File: config.mk
export PLATFORM = sky130hd
export DESIGN_NAME = seq_detector_param
export DESIGN_NICKNAME = d
export VERILOG_FILES = /design/src/rtl/seq_detector_param.sv
export SDC_FILE = /design/constraint.sdc
export NUM_CORES = 1
export LEC_CHECK = 0
export ABC_CLOCK_PERIOD_IN_PS = 6100
export BUFFER_PORTS_ARGS = -buffer_cell sky130_fd_sc_hd__clkbuf_2
export CORE_UTILIZATION = 55
export CTS_CLUSTER_DIAMETER = 30
export CTS_CLUSTER_SIZE = 12
export DETAILED_ROUTE_END_ITERATION = 12
export HOLD_SLACK_MARGIN = 0.15
export PLACE_DENSITY = 0.77
export SLEW_MARGIN = 10
export SYNTH_ARGS = -nofsm -noshare
export SYNTH_HDL_FRONTEND = slang
export SYNTH_SLANG_ARGS = --single-unit
File: constraint.sdc
create_clock -name clk -period 6.1 [get_ports clk]
set_input_delay 0.305 -clock clk [delete_from_list [all_inputs] [get_ports clk]]
set_output_delay 0.305 -clock clk [all_outputs]
set_load 0.02 [all_outputs]
File: src/rtl/seq_detector_param.sv
// Runtime-programmable serial pattern detector with valid-qualified input,
// overlap/non-overlap modes and a saturating match counter.
module seq_detector_param #(
    parameter int                 MAX_LEN     = 8,
    parameter int                 CNT_W       = 8,
    parameter logic [MAX_LEN-1:0] DEF_PATTERN = 8'b0000_1011,
    parameter int                 DEF_LEN     = 4,
    parameter bit                 DEF_OVERLAP = 1'b1,
    localparam int                LEN_W       = $clog2(MAX_LEN) + 1
) (
    input  logic               clk,
    input  logic               reset_n,
    input  logic               din,
    input  logic               din_valid,
    input  logic               cfg_load,
    input  logic [MAX_LEN-1:0] cfg_pattern,
    input  logic [LEN_W-1:0]   cfg_len,
    input  logic               cfg_overlap,
    input  logic               clr_count,
    output logic               detected,
    output logic [CNT_W-1:0]   match_count,
    output logic               count_sat,
    output logic               cfg_err
);

    typedef enum logic [1:0] {
        ST_ERR  = 2'd0,
        ST_FILL = 2'd1,
        ST_RUN  = 2'd2
    } state_t;

    state_t             state_q, state_d;
    logic [MAX_LEN-1:0] hist_q, hist_d;
    logic [LEN_W-1:0]   fill_q, fill_d;
    logic               detected_q, detected_d;
    logic [CNT_W-1:0]   count_q, count_d;
    logic               sat_q, sat_d;
    logic [MAX_LEN-1:0] pat_q, pat_d;
    logic [LEN_W-1:0]   len_q, len_d;
    logic               ovl_q, ovl_d;
    logic               err_q, err_d;

    logic [MAX_LEN-1:0] hist_shift_s;
    logic [LEN_W-1:0]   fill_inc_s;
    logic [MAX_LEN-1:0] mask_s;
    logic               match_s;
    logic               cfg_bad_s;

    // Ones in the low `len` positions; selects the compared window of hist/pattern.
    function automatic logic [MAX_LEN-1:0] len_mask(input logic [LEN_W-1:0] len);
        logic [MAX_LEN-1:0] m;
        m = '0;
        for (int i = 0; i < MAX_LEN; i++) begin
            m[i] = (i < int'(len));
        end
        return m;
    endfunction

    // Candidate history/fill and match test for the bit currently offered.
    always_comb begin
        hist_shift_s = {hist_q[MAX_LEN-2:0], din};
        fill_inc_s   = (fill_q >= len_q) ? len_q : fill_q + LEN_W'(1);
        mask_s       = len_mask(len_q);
        match_s      = (fill_inc_s == len_q) &&
                       ((hist_shift_s & mask_s) == (pat_q & mask_s));
        cfg_bad_s    = (cfg_len == LEN_W'(0)) || (cfg_len > LEN_W'(MAX_LEN));
    end

    // Next-state, history, configuration and counter logic.
    always_comb begin
        state_d    = state_q;
        hist_d     = hist_q;
        fill_d     = fill_q;
        detected_d = 1'b0;
        pat_d      = pat_q;
        len_d      = len_q;
        ovl_d      = ovl_q;
        err_d      = err_q;
        count_d    = count_q;
        sat_d      = sat_q;

        if (cfg_load) begin
            // A bit offered alongside a config load is dropped on purpose.
            pat_d   = cfg_pattern;
            len_d   = cfg_len;
            ovl_d   = cfg_overlap;
            err_d   = cfg_bad_s;
            hist_d  = '0;
            fill_d  = '0;
            state_d = cfg_bad_s ? ST_ERR : ST_FILL;
        end else begin
            case (state_q)
                ST_ERR: begin
                    state_d = ST_ERR;
                end
                ST_FILL, ST_RUN: begin
                    if (din_valid) begin
                        hist_d     = hist_shift_s;
                        detected_d = match_s;
                        if (match_s && !ovl_q) begin
                            fill_d = '0;
                        end else begin
                            fill_d = fill_inc_s;
                        end
                        state_d = (fill_d == len_q) ? ST_RUN : ST_FILL;
                    end else begin
                        state_d = state_q;
                    end
                end
                default: begin
                    hist_d  = '0;
                    fill_d  = '0;
                    state_d = ST_FILL;
                end
            endcase
        end

        if (clr_count) begin
            count_d = '0;
        end else if (detected_d && !sat_q) begin
            count_d = count_q + CNT_W'(1);
        end else begin
            count_d = count_q;
        end
        sat_d = &count_d;
    end

    // State register with synchronous active-low reset to the default config.
    always_ff @(posedge clk) begin
        if (!reset_n) begin
            state_q    <= ST_FILL;
            hist_q     <= '0;
            fill_q     <= '0;
            detected_q <= 1'b0;
            count_q    <= '0;
            sat_q      <= 1'b0;
            pat_q      <= DEF_PATTERN;
            len_q      <= LEN_W'(DEF_LEN);
            ovl_q      <= DEF_OVERLAP;
            err_q      <= 1'b0;
        end else begin
            state_q    <= state_d;
            hist_q     <= hist_d;
            fill_q     <= fill_d;
            detected_q <= detected_d;
            count_q    <= count_d;
            sat_q      <= sat_d;
            pat_q      <= pat_d;
            len_q      <= len_d;
            ovl_q      <= ovl_d;
            err_q      <= err_d;
        end
    end

    assign detected    = detected_q;
    assign match_count = count_q;
    assign count_sat   = sat_q;
    assign cfg_err     = err_q;

endmodule

==> Yosys cells after proc, flatten, opt, wreduce, memory -nomap -nowiden <==
Index checks and enable logic that the tools add are counted.
{ "classes": {"n_bitwise": 4, "reduce_logical": 12, "n_lt_le_gt_ge": 10, "n_mux": 19, "n_addsub": 2, "n_eq_ne": 7} }
{ "op_table": {"columns": ["op", "n"], "rows": [
  ["2-to-1 mux 4 bit", 6],
  ["AND 8 bit", 2],
  ["< comparator 3 x 4 -> 1 bit (first input constant)", 4],
  ["2-to-1 mux 8 bit", 2],
  ["case mux 7 bit (2 select lines)", 1],
  ["adder 8 x 1 -> 8 bit (second input constant)", 1],
  ["== test 4 bit", 2],
  ["== test 8 bit", 1],
  ["< comparator 1 x 4 -> 1 bit (first input constant)", 2],
  ["< comparator 2 x 4 -> 1 bit (first input constant)", 2],
  ["case mux 4 bit (2 select lines)", 1],
  ["AND reduction 8 bit", 1],
  ["2-to-1 mux 7 bit", 1],
  ["2-to-1 mux 2 bit", 3],
  ["adder 4 x 1 -> 4 bit (second input constant)", 1],
  ["greater-or-equal comparator 4 bit", 1],
  ["greater-than comparator 4 bit (second input constant)", 1],
  ["zero test 4 bit", 1],
  ["2-to-1 mux 1 bit", 4],
  ["case mux 2 bit (2 select lines)", 1],
  ["OR reduction 2 bit", 2],
  ["logical AND 1 bit", 3],
  ["inequality test 3 bit (second input constant)", 1],
  ["== test 2 x 1 -> 1 bit (second input constant)", 1],
  ["7 further kinds", 9]
]} }
{ "word_totals": {"ff_bits": 37, "in_bits": 19, "output_inout_bits": 11, "wordCells": 64} }

==> Logic depth before layout (Yosys ltp) <==
Gate-level depths: netlist of the first run.
{ "logic_depth": {"depth_word": 14, "ltp_mapped": 10, "mapped_depth_nobuf": 9} }

==> Worst setup path after synthesis of the first run <==
No wires, ideal clock.
{ "synth_timing": {"path_kind": "flip-flop to flip-flop", "start": "register fill_q[0]", "end": "register state_q[0]", "n_path_buf": 1, "setup_ns": 0.116, "synth_period_minus_slack_ns": 2.394, "stages_incl_launch_ff": 11, "arrival_ns": 2.278, "path_slack_ns": 3.706, "t_required_ns": 5.984, "cell_sequence": "dfxtp_1 inv_1 ha_1 nand2b_1 a21o_1 a21o_4 a211oi_2 or4_1 buf_2 o21ai_1 a31o_1"} }
{ "synth_between": {"elab_chain_cells": 14, "word_cells_on_any_way": 15, "cone_classes": "add/sub (1); order compare (1); eq/ne (2); mux (9); reduce/logical (2)"} }
{ "synth_rtl": {"columns": ["item", "line", "source"], "rows": [
  ["from (decl)", "34", "logic [LEN_W-1:0] fill_q, fill_d;"],
  ["from (signal assigned)", "144", "fill_q <= fill_d;"],
  ["adder 4 x 1 -> 4 bit or greater-or-equal comparator 4 bit (tied branches)", "62", "fill_inc_s = (fill_q >= len_q) ? len_q : fill_q + LEN_W'(1);"],
  ["2-to-1 mux 4 bit *", "62", null],
  ["== test 4 bit", "64", "match_s = (fill_inc_s == len_q) &&"],
  ["logical AND 1 bit", "64", null],
  ["logical AND 1 bit", "100", "if (match_s && !ovl_q) begin"],
  ["2-to-1 mux 4 bit *", "100", null],
  ["2-to-1 mux 4 bit *", "97", "if (din_valid) begin"],
  ["2-to-1 mux 4 bit *", "92", "case (state_q)"],
  ["2-to-1 mux 4 bit *", "82", "if (cfg_load) begin"],
  ["== test 4 bit *", "105", "state_d = (fill_d == len_q) ? ST_RUN : ST_FILL;"],
  ["2-to-1 mux 2 bit *", "105", null],
  ["2-to-1 mux 2 bit *", "97", null],
  ["case mux 2 bit (2 select lines) *", "92", null],
  ["2-to-1 mux 2 bit *", "82", null],
  ["to (signal assigned)", "142", "state_q <= state_d;"],
  ["to (decl)", "32", "state_t state_q, state_d;"]
]} }
Mark *: on every way between the ends. The rest lies on a longest branch, timed or not. The select of a mux whose other input is x is not followed.
A chain may end at the register's enable or synchronous reset.

==> Worst setup path after layout of the first run <==
{ "layout_timing": {"start": "register state_q[0]", "end": "register sat_q, in the netlist count_sat"} }
{ "layout_between": {"elab_chain_cells": 8, "word_cells_on_any_way": 9, "cone_classes": "eq/ne (2); mux (4); reduce/logical (3)"} }
{ "layout_rtl": {"columns": ["item", "line", "source"], "rows": [
  ["== test 2 x 1 -> 1 bit or == test 2 bit (tied branches)", "92", null],
  ["OR reduction 2 bit *", "92", null],
  ["2-to-1 mux 1 bit *", "92", null],
  ["2-to-1 mux 1 bit *", "82", null],
  ["logical AND 1 bit *", "120", "end else if (detected_d && !sat_q) begin"],
  ["2-to-1 mux 8 bit *", "120", null],
  ["2-to-1 mux 8 bit *", "118", "if (clr_count) begin"],
  ["AND reduction 8 bit *", "125", "sat_d = &count_d;"],
  ["to (signal assigned)", "147", "sat_q <= sat_d;"],
  ["to (decl)", "37", "logic sat_q, sat_d;"]
]} }
Mark *: on every way between the ends. The rest lies on a longest branch, timed or not.

==> results of run 1 <==
## metal layers
metal / up-vias / track usage (%) / part of all wire [%] / routed length (um)
met2: 48 / 37.8 / 43 / 1880
met3: 5 / 6.87 / 6.2 / 274
met4: 0 / 7.50 / 1.3 / 56
met5: - / 0 / 0 / 0
li1: 923 / - / - / -
met1: 837 / 32.9 / 50 / 2200
## sequential cells by signal, indices dropped and copies added, names as in the netlist, 2 cells and up
name,count
match_count,8
fill_q,4
state_q,2
hist_q,7
pat_q,8
len_q,4
## logic make-up after synthesis
kind of cell | Yosys count | synth area share, %
simple gates | 99 | 24.8
compound gates | 43 | 15.2
flops | 37 | 34.3
buf+inv | 22 | 5.04
xor+xnor | 20 | 8.11
mux | 17 | 7.93
fa+ha+maj | 8 | 4.63
## Yosys cell counts, types with 6 or more instances
master	count	area share, %
xnor2_1	9	3.6
ha_1	8	4.6
mux2i_1	16	7.4
nand2_1	29	5.0
nor2b_1	9	2.6
inv_1	11	1.9
a21oi_1	13	3.0
xor2_1	11	4.5
nand4_1	7	2.0
nor4_1	6	1.7
nor2_1	13	2.3
nand3_1	11	2.5
dfxtp_1	37	34
## how the worst min path moves through the flow
| stage | start | to | slack (ps) | cells after the start |
|---|---|---|---|---|
| after CTS | cfg_overlap | ovl_q | 220 | 3 |
| after global placement | hist_q[6] | hist_q[6] | 450 | 2 |
| after global routing | cfg_pattern[1] | pat_q[1] | 210 | 3 |
| after floorplan | ovl_q | ovl_q | 430 | 2 |
| after detailed placement | hist_q[6] | hist_q[6] | 460 | 2 |
| final | cfg_overlap | ovl_q | 220 | 3 |
## layout make-up
type,instances,area share [%]
tap,48,2.48
timing repair buffer,29,5.99
sequential,37,30.6
multi-input combinational,187,54.1
clock inverter,2,1.55
clock buffer,6,3.41
inverter,12,1.86
## cell usage in the layout, fill, tap and decap left out, drive strengths merged, types with 2 or more instances in the layout
cell and instances:
a21oi 13, nand3 12, dfxtp 37, o2111ai 2, nand2 29, clkbuf 35
or3 2, nor4b 2, o21ai 6, a31oi 4, nor4 6, ha 8
o21a 3, nand2b 4, a21o 4, nand4 7, a211oi 3, xnor2 9
nor2 13, nor2b 9, and2 2, inv 12, nor3 6, mux2i 16
xor2 11, or4 2
## report_power, final
part / total (uW) / internal (uW) / leakage, uW / switching, uW
combinational: 86.6 / 34.0 / 0.000605 / 52.7
clock: 222 / 133 / 0.0000574 / 89.3
sequential: 258 / 249 / 0.000302 / 9.10
total: 567 / 416 / 0.000964 / 151
## worst max-delay path: cells and delay by family (launching register included)
family / cells / cell delay (ps)
adder cells (fa/ha/maj): 1 / 590
buffers and inverters: 1 / 60
AO/OA/AOI/OAI: 2 / 350
AND/OR/NAND/NOR: 5 / 1290
flip-flops: 1 / 370
## per-stage QoR
step | setup WS (ps) | hold WS (ps) | util (%)
after detailed placement | 3430 | 455 | 62.0
after global routing | 3160 | 205 | 65.2
after CTS | 3380 | 217 | 65.2
after global placement | 3420 | 455 | 62.0
final | 3330 | 221 | 65.2
after floorplan | 3710 | 433 | -
==> qor.yml, run 1 <==
cp-end-kind: "register"
synth_ff_type: "dfxtp_1"
antenna_left: 0
crit_fanout: 16
start_util_pct: 58.1
vias: 1813
dp.cells: 313
crit_slowest_cell: "ha_1"
grt_pass1_vias: 1665
worstReg2RegEnd: "count_sat"
fin_crit_ps: 2770
power.leakage_uw: 0.000964
regArea_um2: 741
hpwlAfterDp_um: 3240
nNetsFinal: 299
pin_count: 30
crit_type: "reg2reg"
htreeDepth: 2
grt_pass1_wl_um: 7760
track_usage_pct: 24.5
drt-total-wl_um: 4420
clk_latency_ps: 290
r2r_slack_ps: 3330
synth_seq_area_share_pct: 34.3
report.final.hold_viol_count: 0
cts_root_buf: "clkbuf_8"
die_w_um: 64.7
cp-endpoint: "count_sat"
final_max_slew_viol_count: 0
cts_buffers: 5
start_kind: "register"
slew_headroom_pct: 51.5
rsz0062_at_grt: "false"
dieHeight_um: 64.7
clk_path_buf_depth: 2
drive_gt1_share_pct: 19.0
dieArea_um2: 4180
drt_pre_antenna_iters: 4
synthesis.area_um2: 2160
antenna_found_initial: 0
max_freq_mhz: 361
clkTransAtPathRegs_ps: 70
cts_resized: 0
tritoncts: "done"
yosys_warnings: 0
portBuffers: 29
cpPeakStageDelay_ps: 590
postSynthCellCount: 246
peakVddDrop_v: 0.000195
p_total_uw: 567
wl_per_cell_um: 13.8
crit_chain: "inv_1 -> ha_1 -> nand2_1 -> or3_1 -> nor3_1 -> o21ai_1 -> or4_1 -> a31oi_1 -> nor4_1"
synth_nets: 273
async_flop_share_pct: 0
area_growth_syn_to_layout_pct: 12.1
diodes: 0
skew_ps: 4.37
cts_hold_buf: 0
drv_cap: 0
finalSetupTns_ps: 0
cts_sinks: 37
setup_viol: 0
ys_seq_elements: 37
hp-class: "in2reg"
powerDensity_nw_per_um2: 234
drt-initial-drc-count: 100
critPathArrivalTime_ps: 2950
fin_crit_sh_pct: 45.4
yosys.cell_types.count: 55
coreArea_um2: 3720
crit_start: "state_q[0]"
routed_via_density: 5.65
multi_input_area_um2: 1310
design_area_um2: 2420
syn_area_per_cell_um2: 8.78
reg2reg_depth: 9
grt-ovfl-total: 0
rr_startpoint: "state_q[0]"
row_count: 22
synth-edff-count: 0
cts_setup_buffers: 0
final_cells: 321
grt_max_degree: 20
fillers: 313
worstMarginPinSlew_ps: 724
drc: 0
gp_congestion: 0.868
postPlaceCellArea_um2: 2300
required_ps: 6280
status: "completed"
No activity file was read; power rests on OpenSTA's default activity.
==> run 2: changes to the inputs <==
- ABC_CLOCK_PERIOD_IN_PS: 6100 -> 2520
- CORE_UTILIZATION: 55 -> 51
- PLACE_DENSITY: 0.77 -> 0.75
- clock period: 6.1 -> 2.52 ns (I/O delays scaled with it)
==> run 2 against run 1 <==
Largest cell class unchanged. Non-clock buffer count grew 19. Sequential cell count unchanged. Power grew to 2.6 times the previous value. Highest routed layer unchanged. Critical path type unchanged. Register-to-register slack worse by 3200 ps.
==> qor.yml, run 2 (synthesis gave the netlist of run 1 again) <==
vias: 1942  # was 1813
setup_viol: 0  # unchanged
rsz0062_at_grt: "false"  # unchanged
final_max_slew_viol_count: 0  # unchanged
grt_pass1_wl_um: 8340  # was 7760 um
grt_pass1_vias: 1811  # was 1665
grt_max_degree: 18  # was 20
report.final.hold_viol_count: 0  # unchanged
track_usage_pct: 24.7  # was 24.5%
cts_buffers: 5  # unchanged
design_area_um2: 2620  # was 2420 um^2
dieHeight_um: 67.1  # was 64.7 um
pin_count: 30  # unchanged
diodes: 0  # unchanged
routed_via_density: 5.68  # was 5.65
drt-total-wl_um: 5020  # was 4420 um
finalSetupTns_ps: 0  # unchanged
power.leakage_uw: 0.00106  # was 0.000964 uW
peakVddDrop_v: 0.000412  # was 0.000195 V
start_kind: "register"  # unchanged
max_freq_mhz: 420  # was 361 MHz
slew_headroom_pct: 66.2  # was 51.5%
powerDensity_nw_per_um2: 564  # was 234 nW/um^2
dieArea_um2: 4500  # was 4180 um^2
postPlaceCellArea_um2: 2350  # was 2300 um^2
drt_pre_antenna_iters: 4  # unchanged
htreeDepth: 2  # unchanged
pre_cts_ws_ps: 94.9  # was 3430 ps
drive_gt1_share_pct: 20.9  # was 19.0%
crit_type: "reg2reg"  # unchanged
clkTransAtPathRegs_ps: 70  # about the same
clk_path_buf_depth: 2  # unchanged
tritoncts: "done"  # unchanged
drv_cap: 0  # unchanged
final_cell_mix: "35 x dfxtp_1, 29 x nand2_1, 29 x clkbuf_2, 16 x mux2i_1"  # was 37 x dfxtp_1, 29 x nand2_1, 29 x clkbuf_2, 16 x mux2i_1
nNetsFinal: 318  # was 299
critPathArrivalTime_ps: 2550  # was 2950 ps
fin_crit_ps: 2380  # was 2770 ps
cp-end-kind: "register"  # unchanged
hpwlAfterDp_um: 3510  # was 3240 um
fin_crit_sh_pct: 94.5  # was 45.4%
r2r_slack_ps: 140  # was 3330 ps
cts_root_buf: "clkbuf_8"  # unchanged
hp-class: "in2reg"  # unchanged
portBuffers: 29  # unchanged
wl_per_cell_um: 14.7  # was 13.8 um
setup_ws_ps: 140  # was 3330 ps
worstMarginPinSlew_ps: 506  # was 724 ps
grt-ovfl-total: 0  # unchanged
fillers: 347  # was 313
layout_commonest_cell: "dfxtp_1"  # unchanged
area_growth_syn_to_layout_pct: 21.3  # was 12.1%
crit_fanout: 7  # was 16
antenna_found_initial: 0  # unchanged
cts_sinks: 37  # unchanged
antenna_left: 0  # unchanged
coreArea_um2: 4030  # was 3720 um^2
drt-initial-drc-count: 118  # was 100
skew_ps: 1.95  # was 4.37 ps
die_w_um: 67.1  # was 64.7 um
start_util_pct: 53.6  # was 58.1%
clk_latency_ps: 280  # was 290 ps
gp_congestion: 0.905  # was 0.868
status: "completed"  # unchanged
row_count: 23  # was 22
required_ps: 2690  # was 6280 ps
drc: 0  # unchanged
-- run 2: changes by cell type in the layout (fill, tap and decap cells not counted), moves of 2 or more --
| cell | delta |
|---|---|
| buf_4 | +6 |
| dlygate4sd3_1 | +13 |
| dfxtp_1 | -2 |
| dfxtp_2 | +2 |
-- run 2: metal layers --
layer	share of wire [%]	track usage [%]	up-vias	wire length (um)
met3	3.3	5.31	4	164
li1	-	-	969	-
met4	1.0	7.45	0	51
met2	47	39.1	44	2370
met1	48	33.2	925	2430
met5	0	0	-	0
-- run 2: what timing repair did --
action / 4_1_cts / 5_1_grt
hold buffers: 13 / 0
gates resized for setup: 0 / 3
endpoints found under the hold margin: 13 / 0
buffers inserted: 0 / 0
setup endpoints to repair: 0 / 2
-- run 2: worst max-delay path, cell delays in order, from the launching register on --
cell and delay, ps:
dfxtp_1 400, ha_1 280, xnor2_1 200, nand4_1 130, o22ai_2 220, a211oi_2 90
buf_4 170, or4_1 530, a31oi_1 190, nor4_1 60
-- run 2: power by group --
group	switching [uW]	leakage, uW	internal (uW)
clock network	214	0.0000681	393
logic	139	0.000690	106
registers	20.7	0.000302	604
total	374	0.00106	1100
-- run 2: final timing paths --
path              start  depth (start not counted)   endpoint
max           fill_q[1]                          9  count_sat
min          cfg_len[1]                          3   len_q[1]
max reg2reg   fill_q[1]                          9  count_sat
min reg2reg   hist_q[6]                          2  hist_q[6]
-- run 2: cell type report --
type | count | area, um^2 | share of cell area [%]
Sequential cell | 37 | 743 | 28.4
Inverter | 12 | 45.0 | 1.72
Clock inverter | 3 | 65.1 | 2.48
Multi-Input combinational cell | 187 | 1320 | 50.2
Clock buffer | 5 | 68.8 | 2.63
Timing Repair Buffer | 48 | 320 | 12.2
Tap cell | 50 | 62.6 | 2.39
-- run 2: metrics by stage --
| step | power [uW] | utilization [%] | hold slack [ps] | std cells |
|---|---|---|---|---|
| global placement | 859 | 58.3 | 343 | 321 |
| CTS | 1480 | 64.9 | 159 | 342 |
| finish | 1480 | 65.0 | 153 | 342 |
| floorplan | 794 | - | 254 | 246 |
| detailed placement | 862 | 58.3 | 347 | 321 |
| global route | 1530 | 65.0 | 165 | 342 |
